**src/rtl/clock_display_pkg.sv**
```systemverilog
// rtl/clock_display_pkg.sv - segment codes and converter state type for the clock display
package clock_display_pkg;

  localparam logic [6:0] SEG_0    = 7'b1000000;
  localparam logic [6:0] SEG_1    = 7'b1111001;
  localparam logic [6:0] SEG_2    = 7'b0100100;
  localparam logic [6:0] SEG_3    = 7'b0110000;
  localparam logic [6:0] SEG_4    = 7'b0011001;
  localparam logic [6:0] SEG_5    = 7'b0010010;
  localparam logic [6:0] SEG_6    = 7'b0000010;
  localparam logic [6:0] SEG_7    = 7'b1111000;
  localparam logic [6:0] SEG_8    = 7'b0000000;
  localparam logic [6:0] SEG_9    = 7'b0010000;
  localparam logic [6:0] SEG_DASH = 7'b0111111;
  localparam logic [6:0] SEG_OFF  = 7'b1111111;

  // Any digit register value above 9 is rendered as a dash
  localparam logic [3:0] DIGIT_DASH = 4'hA;

  typedef enum logic [1:0] {IDLE, CONV_HI, CONV_LO, COMMIT} conv_state_t;

  function automatic logic [6:0] seg_code(input logic [3:0] v);
    case (v)
      4'd0:    seg_code = SEG_0;
      4'd1:    seg_code = SEG_1;
      4'd2:    seg_code = SEG_2;
      4'd3:    seg_code = SEG_3;
      4'd4:    seg_code = SEG_4;
      4'd5:    seg_code = SEG_5;
      4'd6:    seg_code = SEG_6;
      4'd7:    seg_code = SEG_7;
      4'd8:    seg_code = SEG_8;
      4'd9:    seg_code = SEG_9;
      default: seg_code = SEG_DASH;
    endcase
  endfunction

endpackage

```
**src/rtl/bin2bcd_seq.sv**
```systemverilog
// rtl/bin2bcd_seq.sv - repeated-subtraction binary to two-digit decimal converter
module bin2bcd_seq (
  input  logic       clk,
  input  logic       reset,
  input  logic       start,
  input  logic [7:0] value,
  output logic       done,
  output logic [3:0] tens,
  output logic [3:0] ones,
  output logic       ovf
);

  logic       busy;
  logic [6:0] rem;

  // One subtraction of 10 per cycle; values above 99 finish at once flagged as overflow
  always_ff @(posedge clk or negedge reset) begin
    if (!reset) begin
      busy <= 1'b0;
      done <= 1'b0;
      rem  <= '0;
      tens <= '0;
      ones <= '0;
      ovf  <= 1'b0;
    end else begin
      done <= 1'b0;
      if (start) begin
        busy <= 1'b1;
        tens <= '0;
        ones <= '0;
        ovf  <= (value > 8'd99);
        rem  <= value[6:0];
      end else if (busy) begin
        if (ovf) begin
          busy <= 1'b0;
          done <= 1'b1;
        end else if (rem >= 7'd10) begin
          rem  <= rem - 7'd10;
          tens <= tens + 4'd1;
        end else begin
          ones <= rem[3:0];
          busy <= 1'b0;
          done <= 1'b1;
        end
      end
    end
  end

endmodule

```
**src/rtl/clock_display_scanner.sv**
```systemverilog
// rtl/clock_display_scanner.sv - multiplexed 4-digit 7-segment driver with blinking colon
module clock_display_scanner
  import clock_display_pkg::*;
#(
  parameter int SCAN_DIV     = 1000,
  parameter int BLINK_FRAMES = 125
) (
  input  logic        clk,
  input  logic        reset,
  input  logic [15:0] display_num,
  input  logic        colon_en,
  output logic [6:0]  seg_n,
  output logic        dp_n,
  output logic [3:0]  an_n,
  output logic        frame_done
);

  localparam int CW = $clog2(SCAN_DIV);
  localparam int FW = $clog2(BLINK_FRAMES + 1);
  localparam logic [CW-1:0] CNT_LAST   = CW'(SCAN_DIV - 1);
  localparam logic [FW-1:0] BLINK_LAST = FW'(BLINK_FRAMES - 1);

  if (SCAN_DIV < 8) begin : g_bad_scan_div
    $error("SCAN_DIV must be at least 8");
  end
  if (BLINK_FRAMES < 1) begin : g_bad_blink
    $error("BLINK_FRAMES must be at least 1");
  end

  logic [CW-1:0]   cnt;
  logic [1:0]      d;
  logic [FW-1:0]   fcnt;
  logic            phase;
  logic [15:0]     shadow;
  conv_state_t     state;
  logic            start_r;
  logic [3:0]      hi_tens;
  logic [3:0]      hi_ones;
  logic            hi_ovf;
  logic [3:0][3:0] digits;
  logic            frame_end;
  logic [7:0]      conv_value;
  logic            conv_done;
  logic [3:0]      conv_tens;
  logic [3:0]      conv_ones;
  logic            conv_ovf;

  assign frame_end  = (cnt == CNT_LAST) && (d == 2'd3);
  assign conv_value = (state == CONV_LO) ? shadow[7:0] : shadow[15:8];

  bin2bcd_seq u_conv (
    .clk   (clk),
    .reset (reset),
    .start (start_r),
    .value (conv_value),
    .done  (conv_done),
    .tens  (conv_tens),
    .ones  (conv_ones),
    .ovf   (conv_ovf)
  );

  // Slot counter and digit index; a frame is four slots
  always_ff @(posedge clk or negedge reset) begin
    if (!reset) begin
      cnt <= '0;
      d   <= 2'd0;
    end else if (cnt == CNT_LAST) begin
      cnt <= '0;
      d   <= d + 2'd1;
    end else begin
      cnt <= cnt + CW'(1);
    end
  end

  // Colon phase flips every BLINK_FRAMES frames
  always_ff @(posedge clk or negedge reset) begin
    if (!reset) begin
      fcnt  <= '0;
      phase <= 1'b0;
    end else if (frame_end) begin
      if (fcnt == BLINK_LAST) begin
        fcnt  <= '0;
        phase <= ~phase;
      end else begin
        fcnt <= fcnt + FW'(1);
      end
    end
  end

  // Latch at frame end, convert upper then lower byte, publish all four digits together
  always_ff @(posedge clk or negedge reset) begin
    if (!reset) begin
      state   <= IDLE;
      start_r <= 1'b0;
      shadow  <= '0;
      hi_tens <= '0;
      hi_ones <= '0;
      hi_ovf  <= 1'b0;
      digits  <= '0;
    end else begin
      start_r <= 1'b0;
      case (state)
        IDLE: begin
          if (frame_end) begin
            shadow  <= display_num;
            start_r <= 1'b1;
            state   <= CONV_HI;
          end
        end
        CONV_HI: begin
          if (conv_done) begin
            hi_tens <= conv_tens;
            hi_ones <= conv_ones;
            hi_ovf  <= conv_ovf;
            start_r <= 1'b1;
            state   <= CONV_LO;
          end
        end
        CONV_LO: begin
          if (conv_done) state <= COMMIT;
        end
        COMMIT: begin
          digits[3] <= hi_ovf   ? DIGIT_DASH : hi_tens;
          digits[2] <= hi_ovf   ? DIGIT_DASH : hi_ones;
          digits[1] <= conv_ovf ? DIGIT_DASH : conv_tens;
          digits[0] <= conv_ovf ? DIGIT_DASH : conv_ones;
          state     <= IDLE;
        end
        default: state <= IDLE;
      endcase
    end
  end

  // Registered display drive; slot cycle 0 is blanked to hide ghosting
  always_ff @(posedge clk or negedge reset) begin
    if (!reset) begin
      seg_n      <= SEG_OFF;
      dp_n       <= 1'b1;
      an_n       <= 4'hF;
      frame_done <= 1'b0;
    end else begin
      frame_done <= frame_end;
      dp_n       <= ~(colon_en && phase && (d == 2'd2) && (cnt != '0));
      if (cnt == '0) begin
        an_n  <= 4'hF;
        seg_n <= SEG_OFF;
      end else begin
        an_n  <= ~(4'b0001 << d);
        seg_n <= seg_code(digits[d]);
      end
    end
  end

endmodule

```
**config.mk**
```make
export PLATFORM = sky130hd
export DESIGN_NAME = clock_display_scanner
export DESIGN_NICKNAME = d
export VERILOG_FILES = /design/src/rtl/clock_display_pkg.sv /design/src/rtl/bin2bcd_seq.sv /design/src/rtl/clock_display_scanner.sv
export SDC_FILE = /design/constraint.sdc
export NUM_CORES = 1
export LEC_CHECK = 0
export ABC_CLOCK_PERIOD_IN_PS = 2150
export CAP_MARGIN = 15
export CELL_PAD_IN_SITES_DETAIL_PLACEMENT = 0
export CELL_PAD_IN_SITES_GLOBAL_PLACEMENT = 2
export CORE_MARGIN = 2
export CORE_UTILIZATION = 36
export CTS_BUF_LIST = sky130_fd_sc_hd__clkbuf_16
export DETAILED_ROUTE_END_ITERATION = 10
export HOLD_SLACK_MARGIN = 0.03
export PLACE_DENSITY = 0.72
export SLEW_MARGIN = 10
export SYNTH_ARGS = -nofsm -noshare
export SYNTH_HDL_FRONTEND = slang
export SYNTH_HIERARCHICAL = 1
export SYNTH_SLANG_ARGS = --single-unit
export TNS_END_PERCENT = 30
```
**constraint.sdc**
```tcl
create_clock -name clk -period 2.15 [get_ports clk]
set_clock_uncertainty 0.1 [all_clocks]
set_input_delay 0.43 -clock clk [delete_from_list [all_inputs] [get_ports clk]]
set_output_delay 0.43 -clock clk [all_outputs]
set_load 0.01 [all_outputs]
```
Word level (Yosys, flattened, before mapping)
Memory sizes are Yosys's and may differ from the RTL's.
Index checks and enable logic that the tools add are counted.
Widths: inputs -> output; s select.

word-level totals
  bits in registers = 95
  bits in latches = 0
  RAM bits = 0
  memory bits (read-only) = 112
  input port bits = 19
  output and inout port bits = 13
  logic and storage cells = 102
  memories = 1

cells by class
  add/subtract/negate cells = 5
  multiply operators = 0
  div/mod/pow operators = 0
  $lt $le $gt $ge = 3
  equality and inequality tests = 12
  shift operators = 1
  muxes and demuxes = 38
  bitwise gates (word level) = 3
  reduce and logical (&&, ||, !) cells = 15

memory list
  memory           depth  width  read ports  clocked after memory_dff  wr ports  RTL line                 text
  (no name shown)  16     7      1           0                         0         clock_display_pkg.sv:23  case (v)

operators with widths
  cell                   count
  $mux 4                 14
  $mux 7                 6
  $add 10x1->10 const B  1
  $eq 10x10->1 const B   1
  $logic_not 10->1       1
  $mux 1                 10
  $mux 10                1
  $reduce_bool 10->1     1
  $reduce_and 3->1       3
  $bmux 4 s2             1
  $eq 2x2->1 const B     4
  $gt 8x7->1 const B     1
  $mux 8                 1
  $pmux 2 s4             1
  $add 7x1->7 const B    1
  $eq 7x7->1 const B     1
  $ge 7x4->1 const B     1
  $sub 7x4->7 const B    1
  $mux 2                 3
  $ne 2x2->1 const B     3
  $reduce_and 2->1       3
  $add 4x1->4 const B    1
  $logic_and 1x1->1      4
  $ne 2x1->1 const B     2
  9 further kinds        11

Logic depth before layout (Yosys ltp)
  word-level depth = 5
  depth in mapped cells = 7
  gate-level depth less buffers = 6

Hierarchy
Netlist, hierarchy kept.

modules (own cells, without submodules)
  module                 instances  cells an instance  area each (µm²)  sequential area each (µm²)
  clock_display_scanner  1          312                3,647.2          1,941.9
  bin2bcd_seq            1          106                1,028.5          450.4

Least setup slack after synthesis
Ideal clock, no wire load.

  path kind = reg2reg
  start point = register state[0]
  end point = register u_conv.ovf
  library setup time = 0.137 ns
  data arrival time = 1.868 ns
  data required time = 1.913 ns
  slack = 0.045 ns
  cell stages (with the launch flop) = 8
  path buffers = 1
  period minus slack after synthesis = 2.105 ns
  cell sequence = dfrtp_1 inv_1 ha_1 clkbuf_1 mux2_2 or3_1 a31oi_1 a21oi_1

on the way
  cells in the longest elaborated chain, start to end = 3

RTL lines
  element                   RTL line                      text
  start: declaration        clock_display_scanner.sv:35   conv_state_t state;
  start signal: assignment  clock_display_scanner.sv:93   state <= IDLE;
  start signal: assignment  clock_display_scanner.sv:107  state <= CONV_HI;
  start signal: assignment  clock_display_scanner.sv:116  state <= CONV_LO;
  $eq 2x2->1                clock_display_scanner.sv:49   assign conv_value = (state == CONV_LO) ? shadow[7:0] : shadow[15:8];
  $mux 8                    clock_display_scanner.sv:49
  net conv_value[4]         clock_display_scanner.sv:42   logic [7:0] conv_value;
  $gt 8x7->1                bin2bcd_seq.sv:31             ovf <= (value > 8'd99);
  end signal: assignment    bin2bcd_seq.sv:31
  end: declaration          bin2bcd_seq.sv:10             output logic ovf

The timed path passes the listed nets, and every way through them passes these cells.
A chain may end at the register's enable or synchronous reset.

Worst setup path after layout
  start point = register d[0]
  end point = register seg_n[3]

on the way
  cells in the longest elaborated chain, start to end = 4

RTL lines
  element                       RTL line                      text
  start: declaration            clock_display_scanner.sv:31   logic [1:0] d;
  start signal: assignment      clock_display_scanner.sv:69   d <= d + 2'd1;
  $bmux 4 s2                    clock_display_scanner.sv:149  seg_n <= seg_code(digits[d]);
  $mux 4 (not written as such)  clock_display_scanner.sv:149
  $mem_v2 16x7                  n/a
  $mux 7                        clock_display_scanner.sv:144  if (cnt == '0) begin
  end signal: assignment        clock_display_scanner.sv:149
  end: declaration              clock_display_scanner.sv:12   output logic [6:0] seg_n,

No other way between the ends. The select of a mux whose other input is x is not followed.

==> results.txt <==
Outcome: completed
Worst rel slew slack: 0.633
Mux cell area share after synthesis: 0.117
Period utilization: 0.918
Hold Path End: fcnt[5]
Rows: 41
Cell count after synthesis: 418
Layout fillers: 1,242
Area taken by multi-input logic gates: 2100 sq um
Total Routed Length: 8.98 mm
Via Count: 3,135
Postcts setup bufs: 0
Total global routing overflow: 0
Largest family of logic cells by synthesized area: simple AND/OR/NAND/NOR gates
Port Buffers: 31
Fraction of layout instances using a drive strength above 1: 0.195
Num CTS Buffers: 9
Util after Layout: 0.435
R2R Path Start: d[0]
RSZ-0062 raised after global routing: false
R2r worst-path depth: 5
Post-route ant nets: 0
RePlAce Congestion: 0.763
Ys flop type: dfrtp_1
CTS tree: yes
Reg2reg end: seg_n[3]
Seq/Total Area, Yosys: 0.512
Xor and xnor area share after synthesis: 0.0150
Sequential Area: 2390 sq um
Crit start category: flop
Power, Total: 3320 uW
Core box area: 12,700 sq um
Simple-gate portion of the synthesized area: 0.151
Largest net degree at the start of global routing: 44
Global-route usage over all layers: 0.141
Final setup margin: 0.177 ns
Commonest non-fill, non-tap cell in the layout: dfrtp_1
Setup crit end kind: flop
Clk sinks: 95
Die width: 118 um
First-pass GRT wire length: 15.8 mm
Mapped Area: 4680 sq um
Maxcap violations: 0
Ports: 32
Worst slew pin tran: 0.549 ns
Most frequent cells in the layout: dfrtp_1, o21ai_0, nor2_1
Number of enable flip-flop cells after synthesis: 0
Pre-CTS WS: 0.165 ns
Hold depth: 1
Post-Synth Adder-Cell Area: 0.0508
Crit path time final: 1.97 ns
Crit path arrival time: 2.12 ns
Synth Net Count: 456
Hold path start: fcnt[5]
Ys async rst share: 1.00
Synth Area per Inst: 11.2 sq um
Leak: 0.00241 uW
Pwr Density: 602 nW/um^2
Fin nets: 499
Initial antenna violation count: 0
Critical setup path kind: reg2reg
FF+latch count, synth: 95
Vias in the first global route: 3,227
Antenna cell count: 0
Synth Area in Compound Gates: 0.114
DP Wirelength: 6.37 mm
Root Buffer: clkbuf_16
Setup TNS: 0 ns
Yosys warnings: 6
TritonRoute pass-1 iters: 6
Worst-case clock buffer depth: 2
Yosys top cell by area: dfrtp_1
Area delta synth->final: 17.8%
DR WL/cell: 14.1 um
Max Slew Vio Count: 0
R2R setup slack: 0.18 ns
Min-delay worst type: reg2reg
Hold Fails Final Rpt: 0
Worst-path clk slew: 0.06 ns
Worst hold slack: 0.375 ns
Worst IR Drop VDD: 0.000371 V
Initial DRC count: 226
Drt drc: 0
Number of H-tree levels: 3
Crit-path max FO: 10
Max Freq: 507 MHz
Distinct cells, synth: 56
Critical Path RT: 2.30 ns
Worst skew pair latency: 0.35 ns
Initial Util: 0.369
Share of the synthesized area in the top cell type: 0.444
Die Span Y: 118 um
Die area: 13,900 sq um
Final Setup Violations: 0
Ranking of synthesized cells by area: dfrtp_1, dfstp_2, mux2_2, ha_1, o21ai_0
Vias per cell: 4.91
[kinds of logic after synthesis]
kind of cell               count (synthesis)
xor gates and xnor gates                   8
DFF                                       95
muxes                                     42
adders and majority gates                 19
and+or+nand+nor                          122
buffers and inverters                     43
AOI/OAI and AO/OA                         89
[worst max-delay path by stage]
stage	startpoint	endpoint	slack [ns]	cells after the start
floorplan	state[0]	u_conv/ovf	0.05	7
global placement	d[0]	seg_n[3]	0.21	5
detailed placement	state[0]	u_conv/ovf	0.16	6
CTS	state[0]	u_conv/ovf	0.15	6
global route	d[0]	seg_n[3]	0.04	5
finish	d[0]	seg_n[3]	0.18	5
[routing by layer]
metal / part of all wire / up-vias / GRT usage
met3: 0.030 / 10 / 0.0378
met2: 0.48 / 48 / 0.223
met4: 0.015 / 0 / 0.0535
li1: - / 1568 / -
met1: 0.47 / 1509 / 0.183
met5: 0 / - / 0
[cells in the mapped netlist (3+ instances only)]
library cell / number
a21oi_1: 27
nor2b_1: 3
nand4_1: 7
or2_2: 3
nand3b_1: 8
xor2_1: 4
nand2b_1: 5
nor2_1: 32
xnor2_1: 4
nor3_1: 4
dfstp_2: 12
mux4_2: 4
ha_1: 19
inv_1: 27
nand3_1: 14
and2_1: 3
dfrtp_1: 83
a31oi_1: 6
or3_1: 5
mux2_4: 9
buf_2: 3
clkbuf_1: 10
mux2_2: 27
o21ai_0: 36
nand2_1: 22
o31ai_1: 6
[state kept, by name, summed over array words and instances (netlist names), 2 cells and up]
signal,cells
an_n,4
cnt,10
d,2
digits,16
fcnt,7
hi_ones,4
hi_tens,4
seg_n,7
shadow,16
state,2
u_conv/ones,4
u_conv/rem,7
u_conv/tens,4
[worst max-delay path: stages, from the launching register on]
cell and delay (ns):
dfrtp_1 0.45, buf_4 0.18, mux4_2 0.59, or2_2 0.32, a21oi_1 0.15, o21ai_0 0.09
[area by class of cell]
class	count	share of cell area
clock inverter	7	0.00477
multi-input combinational	280	0.381
tap	172	0.0391
sequential	95	0.434
timing repair buffer	47	0.0804
inverter	28	0.0200
clock buffer	9	0.0409
[per-stage QoR]
stage	instance area (sq um)	instances
finish	5510	638
global route	5510	638
floorplan	4680	418
global placement	5250	621
CTS	5510	638
detailed placement	5250	621
[timing repair]
| action | in CTS | in global routing |
|---|---|---|
| endpoints found under the hold margin | 31 | 0 |
| resized for setup | 0 | 1 |
| endpoints found under the setup margin | 0 | 1 |
| hold buffers | 1 | 0 |
[power breakdown]
group / switching, uW / internal (uW)
clock: 647 / 755
sequential: 8.28 / 1800
combinational: 47.6 / 57.4
Note: power is estimated with default switching activity, not from simulation.
